**src/rtl/core_pkg.sv**
```systemverilog
// Shared pipeline-control definitions for the 5-stage core.
package core_pkg;

   localparam int unsigned REG_AW = 5;

   localparam logic [31:0] NOP_INSN = 32'h0000_0013;

   typedef enum logic [1:0] {
      StRun,
      StLuStall,
      StMemWait
   } state_e;

endpackage

```
**src/rtl/hazard_detect.sv**
```systemverilog
// Load-use hazard compare between the ID instruction's sources and a load in EX.
module hazard_detect #(
   parameter int unsigned AW = 5
) (
   input  logic [AW-1:0] id_rs1_i,
   input  logic [AW-1:0] id_rs2_i,
   input  logic          id_use_rs1_i,
   input  logic          id_use_rs2_i,
   input  logic [AW-1:0] ex_rd_i,
   input  logic          ex_mem_read_i,
   output logic          lu_o
);

   logic rs1_hit;
   logic rs2_hit;

   assign rs1_hit = id_use_rs1_i && (id_rs1_i == ex_rd_i);
   assign rs2_hit = id_use_rs2_i && (id_rs2_i == ex_rd_i);

   // x0 is hardwired zero, so a load targeting it never creates a dependency.
   assign lu_o = ex_mem_read_i && (ex_rd_i != '0) && (rs1_hit || rs2_hit);

endmodule

```
**src/rtl/hazard_stall_ctrl.sv**
```systemverilog
// Pipeline stall/flush control: load-use stalls, branch squash, dmem freeze,
// plus a saturating stall counter and a sticky memory-timeout flag.
module hazard_stall_ctrl #(
   parameter int unsigned REG_AW  = 5,
   parameter int unsigned TIMEOUT = 64,
   parameter int unsigned CNT_W   = 16
) (
   input  logic              clk,
   input  logic              rst_n,
   input  logic [REG_AW-1:0] id_rs1,
   input  logic [REG_AW-1:0] id_rs2,
   input  logic              id_use_rs1,
   input  logic              id_use_rs2,
   input  logic [REG_AW-1:0] ex_rd,
   input  logic              ex_mem_read,
   input  logic              ex_branch_taken,
   input  logic              dmem_busy,
   output logic              pc_write_en,
   output logic              ifid_write_en,
   output logic              ifid_flush,
   output logic              idex_flush,
   output logic              pipe_freeze,
   output logic [CNT_W-1:0]  stall_cnt,
   output logic              mem_timeout
);

   import core_pkg::*;

   localparam int unsigned WaitW = $clog2(TIMEOUT + 1);
   localparam logic [WaitW-1:0] WaitMax = WaitW'(TIMEOUT);

   state_e           state_q, state_d;
   logic [WaitW-1:0] wait_q, wait_d;
   logic [CNT_W-1:0] cnt_q, cnt_d;
   logic             tmo_q, tmo_d;
   logic             lu;
   logic             run_eval;

   hazard_detect #(
      .AW(REG_AW)
   ) u_hazard_detect (
      .id_rs1_i     (id_rs1),
      .id_rs2_i     (id_rs2),
      .id_use_rs1_i (id_use_rs1),
      .id_use_rs2_i (id_use_rs2),
      .ex_rd_i      (ex_rd),
      .ex_mem_read_i(ex_mem_read),
      .lu_o         (lu)
   );

   always_comb begin
      pc_write_en   = 1'b1;
      ifid_write_en = 1'b1;
      ifid_flush    = 1'b0;
      idex_flush    = 1'b0;
      pipe_freeze   = 1'b0;
      state_d       = state_q;
      wait_d        = wait_q;
      run_eval      = 1'b0;

      unique case (state_q)
         StRun: run_eval = 1'b1;
         StLuStall: begin
            if (dmem_busy) begin
               pipe_freeze   = 1'b1;
               pc_write_en   = 1'b0;
               ifid_write_en = 1'b0;
               state_d       = StMemWait;
               wait_d        = WaitW'(1);
            end else begin
               state_d = StRun;
            end
         end
         StMemWait: begin
            if (dmem_busy) begin
               pipe_freeze   = 1'b1;
               pc_write_en   = 1'b0;
               ifid_write_en = 1'b0;
               if (wait_q != WaitMax) wait_d = wait_q + WaitW'(1);
            end else begin
               // Release cycle behaves exactly like RUN, so a held branch flushes now.
               run_eval = 1'b1;
               wait_d   = '0;
            end
         end
         default: state_d = StRun;
      endcase

      if (run_eval) begin
         state_d = StRun;
         if (dmem_busy) begin
            pipe_freeze   = 1'b1;
            pc_write_en   = 1'b0;
            ifid_write_en = 1'b0;
            state_d       = StMemWait;
            wait_d        = WaitW'(1);
         end else if (ex_branch_taken) begin
            ifid_flush = 1'b1;
            idex_flush = 1'b1;
         end else if (lu) begin
            pc_write_en   = 1'b0;
            ifid_write_en = 1'b0;
            idex_flush    = 1'b1;
            state_d       = StLuStall;
         end
      end

      // Outputs must show reset values as soon as rst_n drops, not at the next edge.
      if (!rst_n) begin
         pc_write_en   = 1'b1;
         ifid_write_en = 1'b1;
         ifid_flush    = 1'b0;
         idex_flush    = 1'b0;
         pipe_freeze   = 1'b0;
      end
   end

   always_comb begin
      cnt_d = cnt_q;
      if ((!pc_write_en || ifid_flush) && (cnt_q != '1)) cnt_d = cnt_q + CNT_W'(1);
      tmo_d = tmo_q || (wait_d == WaitMax);
   end

   always_ff @(posedge clk or negedge rst_n) begin
      if (!rst_n) begin
         state_q <= StRun;
         wait_q  <= '0;
         cnt_q   <= '0;
         tmo_q   <= 1'b0;
      end else begin
         state_q <= state_d;
         wait_q  <= wait_d;
         cnt_q   <= cnt_d;
         tmo_q   <= tmo_d;
      end
   end

   assign stall_cnt   = cnt_q;
   assign mem_timeout = tmo_q;

endmodule

```
**config.mk**
```make
export PLATFORM = sky130hd
export DESIGN_NAME = hazard_stall_ctrl
export DESIGN_NICKNAME = d
export VERILOG_FILES = /design/src/rtl/core_pkg.sv /design/src/rtl/hazard_detect.sv /design/src/rtl/hazard_stall_ctrl.sv
export SDC_FILE = /design/constraint.sdc
export NUM_CORES = 1
export LEC_CHECK = 0
export CORE_MARGIN = 2
export CORE_UTILIZATION = 48
export DETAILED_ROUTE_END_ITERATION = 10
export GPL_TIMING_DRIVEN = 0
export PLACE_DENSITY = 0.79
export SLEW_MARGIN = 20
export SYNTH_ARGS = -nofsm -noshare
export SYNTH_HDL_FRONTEND = slang
export SYNTH_SLANG_ARGS = --single-unit
```
**constraint.sdc**
```tcl
create_clock -name clk -period 5.15 [get_ports clk]
set_input_delay 1.03 -clock clk [delete_from_list [all_inputs] [get_ports clk]]
set_output_delay 1.03 -clock clk [all_outputs]
set_load 0.05 [all_outputs]
```
==> out/results.ini, run 1 <==
[setup_path]
cpLargestDelayFamily = buffers and inverters
crit_type = input port to output port
cp_max_fo = 3
cp_slowest_stage_delay_ns = 0.79
slowest_stage = clkdlybuf4s50_1
crit_chain = clkdlybuf4s50_1 -> or4_1 -> o21ai_1 -> inv_1 -> a31oi_1 -> buf_4 -> clkdlybuf4s50_1
cpMostUsedCell = clkdlybuf4s50_1
crit_arrival_ns = 3.42
critPathBufInv = 4
endpoint_kind = output port
critPathLaunchType = input port
worst-endpoint-required_ns = 4.12

[synthesis]
synth_area_um2 = 1684
syn_nets = 209
async_flop_share_pct = 100.0
synth_top_area_cell = dfrtp_1
seq_area_frac_synth_pct = 38.63
synth_most_common_cell = dfrtp_1
synthCells = 181
ys_top_cells_by_area = dfrtp_1 39%, xor2_1 6.8%, xnor2_1 6.2%
synth_cell_types = 46
yosys_warnings = 0
syn_area_per_cell_um2 = 9.305
synth_top_area_share_pct = 38.63
synth_commonest_cells = 26 x dfrtp_1, 19 x nand2_1, 13 x nand3_1, 13 x xor2_1, 12 x xnor2_1
ys_ff_latch = 26
synth_top_flop_cell = dfrtp_1
synth-edff-count = 0

[clocking]
clockRootBuffer = clkbuf_4
clockBufferDepth = 2
clk_latency_ns = 0.32
cts_repair_resize_count = 0
htree_num_levels = 1
cts.sinks = 26
postCtsSetupBuffers = 0
ctsHoldBuffers = 0
cts_made_buffers = 3
clk_pin_slew_worst_paths_ns = 0.13
tritoncts = done

[routing]
drc_errors = 0
wirelength_mm = 3.434
vias = 1490
wl_per_cell_um = 12.58
postRouteAntennaNets = 0
first_iter_violations = 94
dr.pass1.iters = 4
routed_via_density = 5.458

[floorplanning]
fp.dieW_um = 63.24
core_um2 = 3363
ios = 44
die-area_um2 = 3999
die_y_um = 63.24
rows = 21
initial_utilization_pct = 50.07

[grt]
grt_max_degree = 31
grt_pass1_vias = 1374
grt_pass1_wl_mm = 6.030
gr-total-overflow = 0
antenna_found_initial = 0
track_usage_pct = 18.61

[sta]
max_slew_margin_pct = 57.99
maxSlewViolCount = 0
fmax_ghz = 0.2249
finalCritPeriodShare_pct = 86.35
tightestPinTransition_ns = 0.6302
setup_viol = 0
rsz0062_at_grt = no
period_needed_ns = 4.447
holdWs_ns = 0.4976
skew_ns = 0.01117
finalSetupTns_ns = 0
finalHoldViolCount = 0

[layout]
syn_to_final_growth_pct = 30.01
n_fill_cell = 316
nets = 257
drive_above_1_share_pct = 7.489
n_antenna_cell = 0

[power_and_ir_drop]
p_leak_nw = 0.9079
finalPower_mw = 0.6236
vdd_drop_max_v = 0.0003767
powerDensity_nw_per_um2 = 284.8

[worst_hold_path]
hold_class = flop to flop

[job]
maxCapViolCount = 0

[status]
status = completed

[placement]
hpwlAfterDp_mm = 2.610
port_buffers = 43
gp_congestion = 0.8444

==> flip-flops by register name, indices dropped and copies added, names as in the netlist <==
register,cells
wait_q,7
mem_timeout,1
state_q,2
stall_cnt,16
==> final cells by class <==
type	instances	area, um2	area share (%)
inverters	8	30.03	1.371
flip-flops and latches	26	650.6	29.71
well taps	46	57.56	2.629
plain buffers	6	37.54	1.714
clock buffers	3	22.52	1.029
repair buffers	43	425.4	19.43
multi-input cells	141	965.9	44.11
==> power by group <==
group	total [mW]	internal, mW	switching, mW
Sequential	0.272	0.233	0.0395
Combinational	0.267	0.102	0.165
Clock	0.0848	0.0274	0.0574
Total	0.624	0.362	0.262
==> metrics by stage <==
stage / std cells / cell area [um2] / setup WS (ns) / util, %
6_report: 273 / 2190 / 0.7027 / 65.10
5_1_grt: 273 / 2190 / 0.5692 / 65.10
4_1_cts: 273 / 2190 / 0.6732 / 65.10
3_5_place_dp: 270 / 2167 / 0.6896 / 64.43
3_3_place_gp: 270 / 2172 / 0.2431 / 64.58
2_1_floorplan: 181 / 1684 / 1.184 / -
==> logic make-up (layout without fill, tap and decap cells) <==
logic type                 Yosys count  after routing  share of synthesized area (%)
AOI/OAI and AO/OA                   34             34                          14.34
xor gates and xnor gates            25             25                          13.00
adders and majority gates            6              6                          4.458
buffers and inverters               14             60                          4.012
DFF                                 26             26                          38.63
muxes                                2              2                          1.337
and+or+nand+nor                     74             74                          24.22
==> per-layer routing <==
metal	share of wire (%)	global-route usage (%)
met3	5.2	4.286
met5	0	0
met4	0.70	4.891
met1	47	24.66
met2	47	30.72
==> path summary, 6_finish.rpt <==
| path | startpoint | to | slack [ns] | cells after the start |
|---|---|---|---|---|
| setup / recovery | ex_rd[1] | pc_write_en | 0.70 | 7 |
| hold / removal | mem_timeout | mem_timeout | 0.50 | 1 |
| setup reg to reg | state_q[0] | stall_cnt[1] | 2.97 | 8 |
| hold reg to reg | mem_timeout | mem_timeout | 0.50 | 1 |
| max in group asynchronous | rst_n | stall_cnt[7] | 4.03 | 1 |
| min in group asynchronous | rst_n | stall_cnt[3] | 0.71 | 1 |
==> placed cells by master, fill, tap and decap left out, drive strengths merged, types with 4 or more instances in the layout <==
cell type,netlist,layout
clkdlybuf4s50,0,42
dfrtp,26,26
nand2,19,19
nand3,13,13
xor2,13,13
xnor2,12,12
a21oi,10,10
nor3,9,9
inv,8,8
nor2,8,8
o21ai,7,7
ha,6,6
buf,5,6
nor4,5,5
nand4,4,4
nor3b,4,4
clkbuf,1,4
No activity file was read; power rests on OpenSTA's default activity.
==> run 2, diff against run 1 <==
- CORE_UTILIZATION: 48 -> 30
- PLACE_DENSITY: 0.79 -> not set
- REMOVE_ABC_BUFFERS: not set -> 1
==> run 2 against run 1 <==
Compared with the run above: critical path depth down 1; global-route usage fell by 6.6 points; sequential cell count stayed put; clock skew shrank 0.0033 ns; sequential power about the same; core utilization decreased by 24 points; register-to-register slack lost 0.26 ns; clock power grew 100%; die area up 56%; via count decreased by 1.3%; critical path type unchanged.
==> out/results.ini, run 2 (synthesis results as in run 1) <==
[sta]
rsz0062_at_grt = no
setup_viol = 0  ; unchanged
skew_ns = 0.007874  ; -0.003292 ns
maxSlewViolCount = 0  ; unchanged
finalCritPeriodShare_pct = 85.38  ; -0.98 points
max_slew_margin_pct = 42.06  ; -16 points
finalHoldViolCount = 0  ; unchanged
fmax_ghz = 0.2274  ; +1.1%
period_needed_ns = 4.397  ; -0.05034 ns
finalSetupTns_ns = 0  ; unchanged
tightestPinTransition_ns = 0.8644  ; +0.2342 ns

[routing]
wirelength_mm = 3.587  ; +4.5%
wl_per_cell_um = 12.20  ; -3.0%
postRouteAntennaNets = 0  ; unchanged
drc_errors = 0  ; unchanged
routed_via_density = 5.000  ; -8.4%
vias = 1470  ; -1.3%
first_iter_violations = 55  ; -41%
dr.pass1.iters = 4  ; unchanged

[setup_path]
endpoint_kind = output port
crit_arrival_ns = 3.37  ; -0.05 ns
reg2regPathDepth = 7  ; -1
r2r_end = stall_cnt[1]
crit_chain = clkdlybuf4s50_1 -> or4_1 -> o21ai_1 -> inv_1 -> a31oi_1 -> clkdlybuf4s50_1
timing.rr.start = state_q[0]
critPathLaunchType = input port
critPathLaunch = ex_rd[1]
rrSetupSlack_ns = 2.71  ; -0.26 ns
crit_type = input port to output port
slowest_stage = clkdlybuf4s50_1
cp_slowest_stage_delay_ns = 0.87  ; +0.08 ns
cp_max_fo = 3  ; unchanged
cpMostUsedCell = clkdlybuf4s50_1
worst-endpoint-required_ns = 4.12  ; about the same

[floorplanning]
fp.dieW_um = 78.93  ; +25%
initial_utilization_pct = 30.77  ; -19 points
die_y_um = 78.93  ; +25%
die-area_um2 = 6229  ; +56%
rows = 27  ; +29%
core_um2 = 5473  ; +63%
ios = 44  ; unchanged

[layout]
n_antenna_cell = 0  ; unchanged
final_common_cell = clkdlybuf4s50_1
largest_reg_flops = 16  ; unchanged
drive_above_1_share_pct = 5.856  ; -1.6 points
nets = 251  ; -2.3%
n_fill_cell = 571  ; +81%
syn_to_final_growth_pct = 32.62
final_cell_mix = 42 x clkdlybuf4s50_1, 26 x dfrtp_1, 19 x nand2_1, 13 x nand3_1, 13 x xor2_1

[grt]
antenna_found_initial = 0  ; unchanged
grt_pass1_vias = 1391  ; +1.2%
gr-total-overflow = 0  ; unchanged
track_usage_pct = 11.99  ; -6.6 points
grt_pass1_wl_mm = 6.161  ; +2.2%
grt_max_degree = 31  ; unchanged

[worst_hold_path]
min-delay-start = mem_timeout
worstHoldPathCells = 1  ; unchanged
holdPathEnd = mem_timeout
hold_class = flop to flop

[power_and_ir_drop]
vdd_drop_max_v = 0.0001464  ; -61%
finalPower_mw = 0.7062  ; +13%
powerDensity_nw_per_um2 = 316.2  ; +11%
p_leak_nw = 0.9053  ; -0.29%

[placement]
hpwlAfterDp_mm = 2.732  ; +4.7%
port_buffers = 43  ; unchanged
gp_congestion = 0.8280  ; -1.9%

[clocking]
clockRootBuffer = clkbuf_8
tritoncts = done
cts.sinks = 26  ; unchanged
htree_num_levels = 1  ; unchanged
clk_pin_slew_worst_paths_ns = 0.09  ; -0.04 ns
cts_repair_resize_count = 0  ; unchanged
ctsHoldBuffers = 0  ; unchanged
clockBufferDepth = 2  ; unchanged
postCtsSetupBuffers = 0  ; unchanged
clk_latency_ns = 0.27  ; -0.05 ns
cts_made_buffers = 3  ; unchanged

[job]
maxCapViolCount = 0  ; unchanged

[status]
status = completed

[run 2: where the power goes]
group          switching, mW  total (mW)  internal (mW)
clock                 0.0666       0.171          0.104
combinational          0.163       0.262         0.0993
sequential            0.0409       0.273          0.233
total                  0.270       0.706          0.436
[run 2: area by class of cell]
type                            instances  area, um2  area share, %
Clock inverter                          1      30.03          1.345
Tap cell                               72      90.09          4.034
Timing Repair Buffer                   43      425.4          19.05
Clock buffer                            3      41.29          1.849
Sequential cell                        26      650.6          29.13
Multi-Input combinational cell        141      965.9          43.25
Inverter                                8      30.03          1.345
[run 2: through the flow]
step                cells  hold WS [ns]  setup WS (ns)  area, um2  util [%]
finish                294        0.4819         0.7531       2233     40.81
global route          294        0.5179         0.5924       2233     40.81
CTS                   294        0.4919         0.7217       2233     40.81
detailed placement    290        0.4663         0.7388       2162     39.51
global placement      290        0.4643         0.2013       2167     39.60
floorplan             175        0.5132         0.8646       1647         -
[run 2: worst max-delay path by stage]
| stage | end | cells after the start | slack [ns] |
|---|---|---|---|
| finish | pc_write_en | 6 | 0.75 |
| global route | pc_write_en | 6 | 0.59 |
| CTS | pc_write_en | 6 | 0.72 |
| detailed placement | pc_write_en | 6 | 0.74 |
| global placement | ifid_write_en | 4 | 0.20 |
| floorplan | ifid_write_en | 4 | 0.86 |
[run 2: metal layers]
layer	up-vias	GRT usage, %	wire length [um]
li1	737	-	-
met1	688	15.59	1644
met2	43	20.60	1705
met3	2	2.159	205
met4	0	3.103	32
met5	-	0	0
[run 2: worst max-delay path: cells and delay by family]
family                 cells  cell delay [ns]
AOI/OAI and AO/OA          2             0.36
buffers and inverters      3             1.43
and+or+nand+nor            1             0.54
==> run 3, diff against run 2 <==
- SKIP_CTS_REPAIR_TIMING: not set -> 1
==> results of run 3 <==
No change in the layout: final DEF, timing and power equal those of run 2.
